**config.mk**
```make
export PLATFORM = sky130hd
export DESIGN_NAME = fetch_unit
export DESIGN_NICKNAME = d
export VERILOG_FILES = /design/src/rtl/fetch_unit_pkg.sv /design/src/rtl/fetch_fifo.sv /design/src/rtl/fetch_unit.sv
export SDC_FILE = /design/constraint.sdc
export NUM_CORES = 1
export LEC_CHECK = 0
export ABC_AREA = 1
export CORE_MARGIN = 10
export CORE_UTILIZATION = 30
export CTS_CLUSTER_SIZE = 24
export DETAILED_ROUTE_END_ITERATION = 10
export PLACE_DENSITY = 0.52
export SLEW_MARGIN = 15
export SYNTH_ARGS = -nofsm -noshare
export SYNTH_HDL_FRONTEND = slang
export SYNTH_SLANG_ARGS = --single-unit
```
**constraint.sdc**
```tcl
create_clock -name iClk -period 7.46 [get_ports iClk]
set_clock_uncertainty 0.2 [all_clocks]
set_input_delay 1.492 -clock iClk [delete_from_list [all_inputs] [get_ports iClk]]
set_output_delay 1.492 -clock iClk [all_outputs]
set_load 0.1 [all_outputs]
```
**src/rtl/fetch_unit_pkg.sv**
```systemverilog
// Shared fetch-path types and constants: FSM states, instruction size and the
// entry layout held in the prefetch FIFO.
package fetch_unit_pkg;

    typedef enum logic [1:0] {
        IDLE,
        REQ,
        DISCARD
    } FetchStates;

    localparam logic [31:0] INSTR_BYTES = 32'd4;
    localparam logic [31:0] NOP         = 32'h0000_0013;

    typedef struct packed {
        logic [31:0] pc;
        logic [31:0] instr;
    } fetch_entry_t;

    // Instruction addresses are always word aligned; low bits are forced to zero.
    function automatic logic [31:0] align_pc(input logic [31:0] pc);
        return pc & ~(INSTR_BYTES - 32'd1);
    endfunction

endpackage

```
**src/rtl/fetch_fifo.sv**
```systemverilog
// Prefetch FIFO: DEPTH entries of {pc, instr} with circular pointers, flush,
// occupancy count and a combinational head view of the registered storage.
module fetch_fifo
    import fetch_unit_pkg::*;
#(
    parameter  int unsigned DEPTH = 4,
    localparam int unsigned AW    = $clog2(DEPTH),
    localparam int unsigned CW    = $clog2(DEPTH + 1)
) (
    input  logic          i_clk,
    input  logic          i_rst,
    input  logic          i_push,
    input  logic          i_pop,
    input  logic          i_flush,
    input  fetch_entry_t  i_wdata,
    output logic [CW-1:0] o_count,
    output logic          o_empty,
    output logic          o_full,
    output fetch_entry_t  o_head
);

    fetch_entry_t  r_mem [DEPTH];
    logic [AW-1:0] r_rd_ptr;
    logic [AW-1:0] r_wr_ptr;
    logic [CW-1:0] r_count;
    logic          w_push;
    logic          w_pop;

    assign o_empty = (r_count == '0);
    assign o_full  = (r_count == CW'(DEPTH));
    assign o_count = r_count;
    assign o_head  = r_mem[r_rd_ptr];

    // Pop on empty is ignored; a push into a full FIFO only lands if a pop frees a slot.
    assign w_pop  = i_pop && !o_empty;
    assign w_push = i_push && (!o_full || w_pop);

    always_ff @(posedge i_clk) begin
        if (i_rst) begin
            for (int unsigned i = 0; i < DEPTH; i++) begin
                r_mem[i] <= '0;
            end
        end else if (w_push && !i_flush) begin
            r_mem[r_wr_ptr] <= i_wdata;
        end
    end

    always_ff @(posedge i_clk) begin
        if (i_rst || i_flush) begin
            r_rd_ptr <= '0;
            r_wr_ptr <= '0;
            r_count  <= '0;
        end else begin
            if (w_push) begin
                r_wr_ptr <= r_wr_ptr + AW'(1);
            end
            if (w_pop) begin
                r_rd_ptr <= r_rd_ptr + AW'(1);
            end
            case ({w_push, w_pop})
                2'b10:   r_count <= r_count + CW'(1);
                2'b01:   r_count <= r_count - CW'(1);
                default: r_count <= r_count;
            endcase
        end
    end

endmodule

```
**src/rtl/fetch_unit.sv**
```systemverilog
// Instruction fetch front-end: single-outstanding req/ack fetcher feeding a
// prefetch FIFO, with branch/jump redirect that flushes and refetches.
module fetch_unit
    import fetch_unit_pkg::*;
#(
    parameter logic [31:0] RESET_PC = 32'h0000_0000,
    parameter int unsigned DEPTH    = 4
) (
    input  logic        iClk,
    input  logic        iRst,
    output logic        oImemReq,
    output logic [31:0] oImemAddr,
    input  logic        iImemAck,
    input  logic [31:0] iImemRdata,
    output logic        oValid,
    input  logic        iReady,
    output logic [31:0] oInstruction,
    output logic [31:0] oPC,
    input  logic        iRedirect,
    input  logic [31:0] iRedirectPC
);

    localparam int unsigned CW = $clog2(DEPTH + 1);

    FetchStates    r_state;
    logic [31:0]   r_fetch_pc;
    logic          r_imem_req;
    logic [31:0]   r_imem_addr;

    logic [CW-1:0] w_count;
    logic          w_empty;
    logic          w_full;
    fetch_entry_t  w_head;
    fetch_entry_t  w_push_entry;
    logic          w_ack;
    logic          w_push;
    logic          w_pop;
    logic          w_room_after_push;
    logic [31:0]   w_next_pc;
    logic [31:0]   w_redirect_pc;

    assign w_ack         = r_imem_req && iImemAck;
    assign w_pop         = !w_empty && iReady && !iRedirect;
    assign w_push        = (r_state == REQ) && w_ack && !iRedirect;
    assign w_next_pc     = r_fetch_pc + INSTR_BYTES;
    assign w_redirect_pc = align_pc(iRedirectPC);
    assign w_push_entry  = {r_fetch_pc, iImemRdata};

    // Occupancy after this cycle's push (and possible pop) stays below DEPTH.
    assign w_room_after_push = w_pop || (w_count < CW'(DEPTH - 1));

    fetch_fifo #(
        .DEPTH(DEPTH)
    ) u_fifo (
        .i_clk  (iClk),
        .i_rst  (iRst),
        .i_push (w_push),
        .i_pop  (w_pop),
        .i_flush(iRedirect),
        .i_wdata(w_push_entry),
        .o_count(w_count),
        .o_empty(w_empty),
        .o_full (w_full),
        .o_head (w_head)
    );

    always_ff @(posedge iClk) begin
        if (iRst) begin
            r_state     <= IDLE;
            r_fetch_pc  <= RESET_PC;
            r_imem_req  <= 1'b0;
            r_imem_addr <= RESET_PC;
        end else begin
            case (r_state)
                IDLE: begin
                    if (iRedirect) begin
                        r_fetch_pc  <= w_redirect_pc;
                        r_imem_addr <= w_redirect_pc;
                        r_imem_req  <= 1'b1;
                        r_state     <= REQ;
                    end else if (!w_full) begin
                        r_imem_addr <= r_fetch_pc;
                        r_imem_req  <= 1'b1;
                        r_state     <= REQ;
                    end
                end
                REQ: begin
                    if (iRedirect) begin
                        r_fetch_pc <= w_redirect_pc;
                        // Ack on the redirect cycle is dropped and the target is issued at once.
                        if (w_ack) begin
                            r_imem_addr <= w_redirect_pc;
                        end else begin
                            r_state <= DISCARD;
                        end
                    end else if (w_ack) begin
                        r_fetch_pc <= w_next_pc;
                        if (w_room_after_push) begin
                            r_imem_addr <= w_next_pc;
                        end else begin
                            r_imem_req <= 1'b0;
                            r_state    <= IDLE;
                        end
                    end
                end
                DISCARD: begin
                    if (iRedirect) begin
                        r_fetch_pc <= w_redirect_pc;
                    end
                    if (w_ack) begin
                        r_imem_addr <= iRedirect ? w_redirect_pc : r_fetch_pc;
                        r_state     <= REQ;
                    end
                end
                default: begin
                    r_state    <= IDLE;
                    r_imem_req <= 1'b0;
                end
            endcase
        end
    end

    assign oImemReq     = r_imem_req;
    assign oImemAddr    = r_imem_addr;
    assign oValid       = !w_empty;
    assign oInstruction = w_head.instr;
    assign oPC          = w_head.pc;

endmodule

```
-- Word level (Yosys, flattened, before mapping)
Memories as Yosys holds them, arrays and structs flattened. A register that Yosys moved wholly into a read port is not among the register bits.
Index checks and enable logic that the tools add are counted.
- $add $sub $neg: 5
- $lt $le $gt $ge: 1
- equal/unequal tests: 14
- multiplexer cells: 37
- bitwise logic cells: 1
- reductions and logical operators: 25
- operators with widths (operator ; count):
    two-way mux 32 bit ; 10
    one-hot mux 32 bit (3 select lines) ; 1
    two-way mux 64 bit ; 1
    one-hot mux 32 bit (2 select lines) ; 1
    OR reduction 64 bit ; 1
    adder 32 x 3 -> 32 bit, second input constant ; 1
    two-way mux 2 bit ; 10
    inequality test 3 bit, second input constant ; 5
    AND reduction 5 bit ; 3
    two-way mux 1 bit ; 11
    logical AND 1 bit ; 8
    inequality test 2 bit, second input constant ; 4
    one-hot mux 2 bit (3 select lines) ; 1
    one-hot mux 3 bit (2 select lines) ; 1
    adder 2 x 1 -> 2 bit, second input constant ; 2
    equality test 2 x 1 -> 1 bit, second input constant ; 2
    equality test 2 bit, second input constant ; 2
    nonzero test 2 bit ; 2
    adder 3 x 1 -> 3 bit, second input constant ; 1
    equality test 3 bit, second input constant ; 1
    logical NOT 1 bit ; 3
    logical NOT 3 bit ; 1
    logical OR 1 bit ; 3
    less-than comparator 3 x 2 -> 1 bit, second input constant ; 1
    other kinds (7) ; 7
- flip-flop bits (word level): 74
- memory bits (writable): 256
- input port bits: 69
- output and inout bits: 98
- logic and storage cells: 91
- memories kept: 1
- memory list (memory ; words ; width ; rd ports ; clocked after memory_dff ; write ports ; RTL line ; text):
    u_fifo.r_mem ; 4 ; 64 ; 1 ; 1 ; 4 ; fetch_fifo.sv:22 ; fetch_entry_t r_mem [DEPTH];

-- Longest topological paths before layout
Gate-level depths: netlist (run 1).
- depth in word-level cells: 13
- mapped depth: 11
- depth with buffers taken out: 11

-- By module
From an unflattened synthesis (run 1), not the netlist that was laid out.
- cells, all modules: 1855
- area, all modules: 16099.2 um^2
- by module, submodules not included (module ; instances ; cells an instance ; area an instance (um^2) ; sequential area each (um^2)):
    fetch_fifo ; 1 ; 1091 ; 11688.7 ; 7867.5
    fetch_unit ; 1 ; 764 ; 4410.5 ; 1341.3

-- Worst setup path after synthesis (run 1)
Ideal clock, no wire load.
- kind: input to register
- start point: in iImemAck
- end point: mem u_fifo.r_mem[3][0] (netlist name) (enable)
- library setup time: 574 ps
- arrival time: 6522 ps
- required time: 6686 ps
- slack: 164 ps
- stages on the path: 6
- path buffers: 0
- cell sequence: nand2_1 inv_1 nand3_2 inv_2 nand2_1 o21ai_0
- RTL lines (item ; RTL line ; text):
    start, declared ; fetch_unit.sv:13 ; input logic iImemAck,
    end, declared ; fetch_fifo.sv:22 ;

==> out/metrics.yaml, run 1 <==
viasPerCell: 5.04
hold_violations: 0
reg2reg_from: "r_state[0]"
ant_nets: 0
ioPinCount: 167
drtIter0Drc: 999
syn_area_per_cell_um2: 9.05
synth_area_leader_cell: "edfxtp_1"
worst_pin_slew_ns: 1.14
r2r_cells: 10
slew_violations: 0
hold_path.class: "reg -> reg"
crit_path_start_kind: "flop"
ys_warn_count: 0
drive_gt1_share_pct: 8.64
syn_area_um2: 15800
clockBufferDepth: 3
ff2ff_setup_slack_ns: 2.95
synth_area_leaders: "edfxtp_1 (49%), dfxtp_1 (9.6%), nor2_1 (7.9%), o21ai_0 (6.8%), nand2_1 (4.9%)"
final_core_util_pct: 36.6
ys_ff_latch: 332
grt_overflow: 0
clkSinkCount: 332
max_freq_mhz: 179
crit_path_end: "oPC[16]"
rsz0062_at_grt: "false"
critPathKind: "reg -> out"
remaining_drc_errors: 0
outcome: "complete, no violations"
hold_start: "oImemAddr[27]"
ys_seq_area_share_pct: 58.2
grt_max_degree: 93
grt_antenna_before_repair: 0
cts-resized-gates: 0
synth_cell_types: 35
drv_cap: 0
die_w_um: 250
setup_violations: 0
ys.flop_type: "edfxtp_1"
yosysTopAreaCellShare_pct: 48.6
hold_ws_ns: 0.252
row_count: 84
firstDrtPassIters: 5
clk_pin_slew_ns: 0.06
timing.final.crit_share_pct: 74.9
tns_ns: 0
netlist_instances: 1747
cts_tree: "built"
start_util_pct: 30.2
end_kind: "output pin"
htreeDepth: 2
p_total_w: 0.00492
reg2reg_to: "u_fifo.r_mem[0][9]"
coreArea_um2: 52300
grt_pass1_wl_mm: 76.4
syn-num-nets: 1819
p_per_area_nw_per_um2: 257
track_usage_pct: 15.5
cp_max_fo: 78
clock_latency_ns: 0.56
crit_required_ns: 5.77
wl_per_cell_um: 19.5
vias: 13000
fp.dieH_um: 250
ir_drop_mv: 0.178
cts_buffers: 39
n_antenna_cell: 0
grt_pass1_vias: 12700
area_delta_synth_final_pct: 21.1
num-nets-final: 1927
cts_setup_buffers: 0
leakage_nw: 6.82
async_flop_share_pct: 0
synth_edf_count: 256
cp.arrival_ns: 3.89
cts_root_buffer: "clkbuf_16"
drt-total-wl_mm: 50.2
hpwl_mm: 29.5
finalCriticalPeriod_ns: 5.58
io_buffers: 164
cts_hold_buf: 0
place_congestion: 0.848
dieArea_um2: 62300
slew_headroom_pct: 23.6
area by class of cell:
class                      instances  area (um^2)
timing repair buffer             184         1790
fill                            5346        33200
sequential                       332         9210
clock inverter                    24          200
tap                              688          861
clock buffer                      48         1030
inverter                         109          410
multi-input combinational       1189         5640
cells in the mapped netlist (3+ instances only):
cell type    n
clkinv_1     3
clkbuf_1    69
a211oi_1     3
a21oi_1     99
dfxtp_1     76
nor3b_1      4
inv_1       96
o21ai_1      6
nor2_1     334
a31oi_1      4
buf_2       27
buf_6       17
edfxtp_1   256
nand2_2      4
nor3_1     104
nor2_4       4
o22ai_1     64
inv_2       10
nand2_1    205
nand4_1      5
o21ai_0    216
nor2_2      58
o21a_1       5
nand3_1     60
critical path, cell delays in order, from the launching register on:
cell	delay, ns
dfxtp_4	0.71
buf_4	0.77
o21ai_0	0.20
o22ai_1	0.41
clkdlybuf4s50_1	1.24
layer usage:
| layer | GRT usage [%] | vias to the layer above | share of wire (%) |
|---|---|---|---|
| met5 | 0 | - | 0 |
| met4 | 3.76 | 0 | 1.9 |
| met3 | 3.25 | 73 | 6.1 |
| met2 | 25.5 | 382 | 47 |
| met1 | 20.4 | 6282 | 45 |
| li1 | - | 6231 | - |
metrics by stage:
step / worst slack [ns] / area, um^2 / instances
detailed placement: 2.26 / 17900 / 2502
global route: 1.65 / 19100 / 2574
finish: 1.88 / 19100 / 2574
CTS: 1.77 / 19100 / 2574
floorplan: 0.164 / 15800 / 1747
global placement: 2.24 / 17900 / 2502
cells by family after synthesis:
kind of cell | count (synthesis) | share of synthesized area, %
simple gates | 784 | 21.5
compound gates | 400 | 13.4
flops | 332 | 58.2
buf+inv | 226 | 6.43
fa+ha+maj | 3 | 0.285
mux | 2 | 0.127
registers in the layout (all words and copies together) (netlist names), named ones only:
signal           count
r_fetch_pc          32
u_fifo.r_wr_ptr      2
u_fifo.r_mem       256
oImemReq             1
u_fifo.r_rd_ptr      2
r_state              2
oImemAddr           32
u_fifo.o_count       3
placed cells by master (no fill, tap or decap), types with 11 or more instances in the layout:
master / n
nor2_1: 334
dfxtp_1: 74
nor3_1: 104
inv_1: 95
nand3_1: 60
o22ai_1: 64
a21oi_1: 99
clkinv_1: 12
nor2_2: 58
clkdlybuf4s50_1: 163
edfxtp_1: 256
nand2_1: 202
o21ai_0: 214
clkbuf_16: 40
inv_2: 11
buf_4: 20
report_power, final:
group,internal [W],total [W],switching (W)
logic,0.000203,0.000899,0.000696
clock network,0.00109,0.00186,0.000777
registers,0.00209,0.00216,0.0000632
total,0.00339,0.00492,0.00154
how the worst min path moves through the flow:
| stage | depth (start not counted) | endpoint |
|---|---|---|
| 2_1_floorplan | 2 | u_fifo.o_count[0] |
| 3_3_place_gp | 2 | oImemAddr[5] |
| 3_5_place_dp | 2 | oImemAddr[18] |
| 4_1_cts | 2 | oImemAddr[5] |
| 5_1_grt | 2 | oImemAddr[27] |
| 6_report | 2 | oImemAddr[27] |
(Power assumes the default switching activity.)
==> inputs of run 2 (changes only) <==
Clock period 7.46 ns to 5.1 ns, I/O delays scaled along.
==> out/metrics.yaml, run 2 (synthesized netlist as in run 1, its figures left out) <==
outcome: "complete, no violations"  # unchanged
rsz0062_at_grt: "false"  # unchanged
slowest_stage: "dfxtp_4"  # was clkdlybuf4s50_1
crit_buf_inv: 3  # was 2
dpl-instance-area_um2: 17800  # was 17,900 um^2
clockBufferDepth: 3  # unchanged
ioPinCount: 167  # unchanged
fp.dieH_um: 250  # unchanged
cts_tree: "built"  # unchanged
crit_required_ns: 3.88  # was 5.77 ns
cp_slowest_stage_delay_ns: 0.52  # was 1.24 ns
cp_max_fo: 78  # unchanged
hold_violations: 0  # unchanged
dp_slack_ns: 1.13  # was 2.26 ns
coreArea_um2: 52300  # unchanged
dieArea_um2: 62300  # unchanged
cp_cell_sequence: "inv_4 > buf_12 > o21ai_0 > o22ai_1 > buf_4"  # was buf_4 > o21ai_0 > o22ai_1 > clkdlybuf4s50_1
hold_start: "oImemAddr[28]"  # was oImemAddr[27]
multi_input_area_um2: 5640  # unchanged
layout_commonest_cell: "nor2_1"  # unchanged
hpwl_mm: 29.4  # was 29.5 mm
clockPowerShare_pct: 38.4  # was 37.9%
holdPathEnd: "oImemAddr[28]"  # was oImemAddr[27]
clk_pin_slew_ns: 0.06  # about the same
crit_family: "buffers and inverters"  # unchanged
combPwrFrac_pct: 18.0  # was 18.3%
grt_overflow: 0  # unchanged
firstDrtPassIters: 6  # was 5
timing.final.crit_share_pct: 75.8
timing.final.ws_setup_ns: 1.23  # was 1.88 ns
wl_per_cell_um: 19.4  # was 19.5 um
grt_pass1_wl_mm: 76.7  # was 76.4 mm
ant_nets: 0  # unchanged
cts-resized-gates: 0  # unchanged
regArea_um2: 9210  # unchanged
slew_violations: 0  # unchanged
ff2ff_setup_slack_ns: 2.11  # was 2.95 ns
io_buffers: 164  # unchanged
drt-total-wl_mm: 49.9  # was 50.2 mm
cts_setup_buffers: 0  # unchanged
ir_drop_mv: 0.294  # was 0.178 mV
row_count: 84  # unchanged
drtIter0Drc: 1035  # was 999
switching_share_pct: 30.9  # was 31.2%
power_switching_w: 0.00224  # was 0.00154 W
drv_cap: 0  # unchanged
clkSinkCount: 332  # unchanged
clock_latency_ns: 0.55  # was 0.56 ns
area_delta_synth_final_pct: 20.7  # was 21.1%
r2r_cells: 9  # was 10
remaining_drc_errors: 0  # unchanged
die_w_um: 250  # unchanged
critPathKind: "reg -> out"  # unchanged
fillCellCount: 5406  # was 5,346
tns_ns: 0  # unchanged
n_antenna_cell: 0  # unchanged
final_core_util_pct: 36.4  # was 36.6%
place_congestion: 0.848  # about the same
reg2reg_to: "u_fifo.r_mem[0][3]"  # was u_fifo.r_mem[0][9]
max_freq_mhz: 259
regMostFlops: "u_fifo.r_mem"  # unchanged
grt_max_degree: 166  # was 93
num-nets-final: 1929  # was 1,927
p_seq_share_pct: 43.6  # was 43.8%
crit_path_start_kind: "flop"  # unchanged
viasPerCell: 5.01  # was 5.04
slew_headroom_pct: 25.9  # was 23.6%
cts_root_buffer: "clkbuf_16"  # unchanged
htreeDepth: 2  # unchanged
p_int_w: 0.00500  # was 0.00339 W
setup_violations: 0  # unchanged
p_per_area_nw_per_um2: 380  # was 257 nW/um^2
hold_path.class: "reg -> reg"  # unchanged
worstHoldPathCells: 2  # unchanged
largest_reg_flops: 256  # unchanged
vias: 12900  # was 13,000
leakage_nw: 6.95  # was 6.82 nW
finalCriticalPeriod_ns: 3.87
cp.arrival_ns: 2.65  # was 3.89 ns
grt_antenna_before_repair: 0  # unchanged
track_usage_pct: 15.4  # was 15.5%
drive_gt1_share_pct: 12.1  # was 8.64%
fin_area_um2: 19100  # about the same
worst_pin_slew_ns: 1.11  # was 1.14 ns
start_util_pct: 30.2  # unchanged
cts_hold_buf: 0  # unchanged
final_cell_mix: "nor2_1 (334), edfxtp_1 (256), o21ai_0 (214), nand2_1 (202), nor3_1 (104)"  # was nor2_1 (334), edfxtp_1 (256), o21ai_0 (214), nand2_1 (202), clkdlybuf4s50_1 (163)
reg2reg_from: "r_state[0]"  # unchanged
grt_pass1_vias: 12700  # about the same
end_kind: "output pin"  # unchanged
cts_buffers: 39  # unchanged
[run 2: cell types whose count changed in the layout (fill, tap and decap cells not counted), sizes merged]
cell           previous run  this run
clkbuf                   48        53
clkinvlp                  1         0
inv                     107       108
clkinv                   22        14
buf                      21        87
clkdlybuf4s50           163        99
bufinv                    3         2
[run 2: layout make-up]
cell class	count	share of cell area, %
flip-flops and latches	332	48.3
multi-input cells	1189	29.6
repair buffers	186	8.93
clock buffers	53	5.92
well taps	688	4.51
inverters	109	2.16
clock inverters	15	0.623
[run 2: power by group through the flow]
stage,combinational [W],sequential (W),clock [W]
2_1_floorplan,0.000616,0.00351,0
3_3_place_gp,0.00130,0.00321,0
3_5_place_dp,0.00130,0.00321,0
4_1_cts,0.00131,0.00316,0.00284
5_1_grt,0.00139,0.00318,0.00294
6_report,0.00130,0.00316,0.00278
[run 2: how the worst max path moves through the flow]
stage / start / cells past startpoint / end / slack, ns
3_3_place_gp: iRst / 4 / u_fifo.r_mem[0][8] / 1.12
6_report: flop / 5 / oPC[8] / 1.23
4_1_cts: flop / 5 / oPC[8] / 1.14
3_5_place_dp: iRst / 4 / u_fifo.r_mem[0][9] / 1.13
5_1_grt: flop / 5 / oPC[31] / 1.02
2_1_floorplan: oImemReq / 4 / u_fifo.r_mem[1][0] / 0.08
[run 2: metal layers]
metal | GRT usage, % | up-vias | share of wire, %
met1 | 20.1 | 6194 | 45
met3 | 3.71 | 55 | 6.6
met2 | 25.3 | 405 | 47
li1 | - | 6227 | -
met4 | 3.36 | 0 | 1.6
met5 | 0 | - | 0
[run 2: metrics by stage]
| stage | instances | hold WS, ns | power [W] |
|---|---|---|---|
| after floorplan | 1747 | 0.257 | 0.00413 |
| after global placement | 2504 | 0.243 | 0.00451 |
| after detailed placement | 2504 | 0.246 | 0.00452 |
| after CTS | 2572 | 0.262 | 0.00731 |
| after global routing | 2572 | 0.288 | 0.00751 |
| final | 2572 | 0.258 | 0.00724 |
[run 2: worst reg2reg max path: cells and delay by family (launching register included)]
kind | cells | cell delay [ns]
flip-flops | 1 | 0.31
AND/OR/NAND/NOR | 6 | 1.38
buffers and inverters | 3 | 0.64
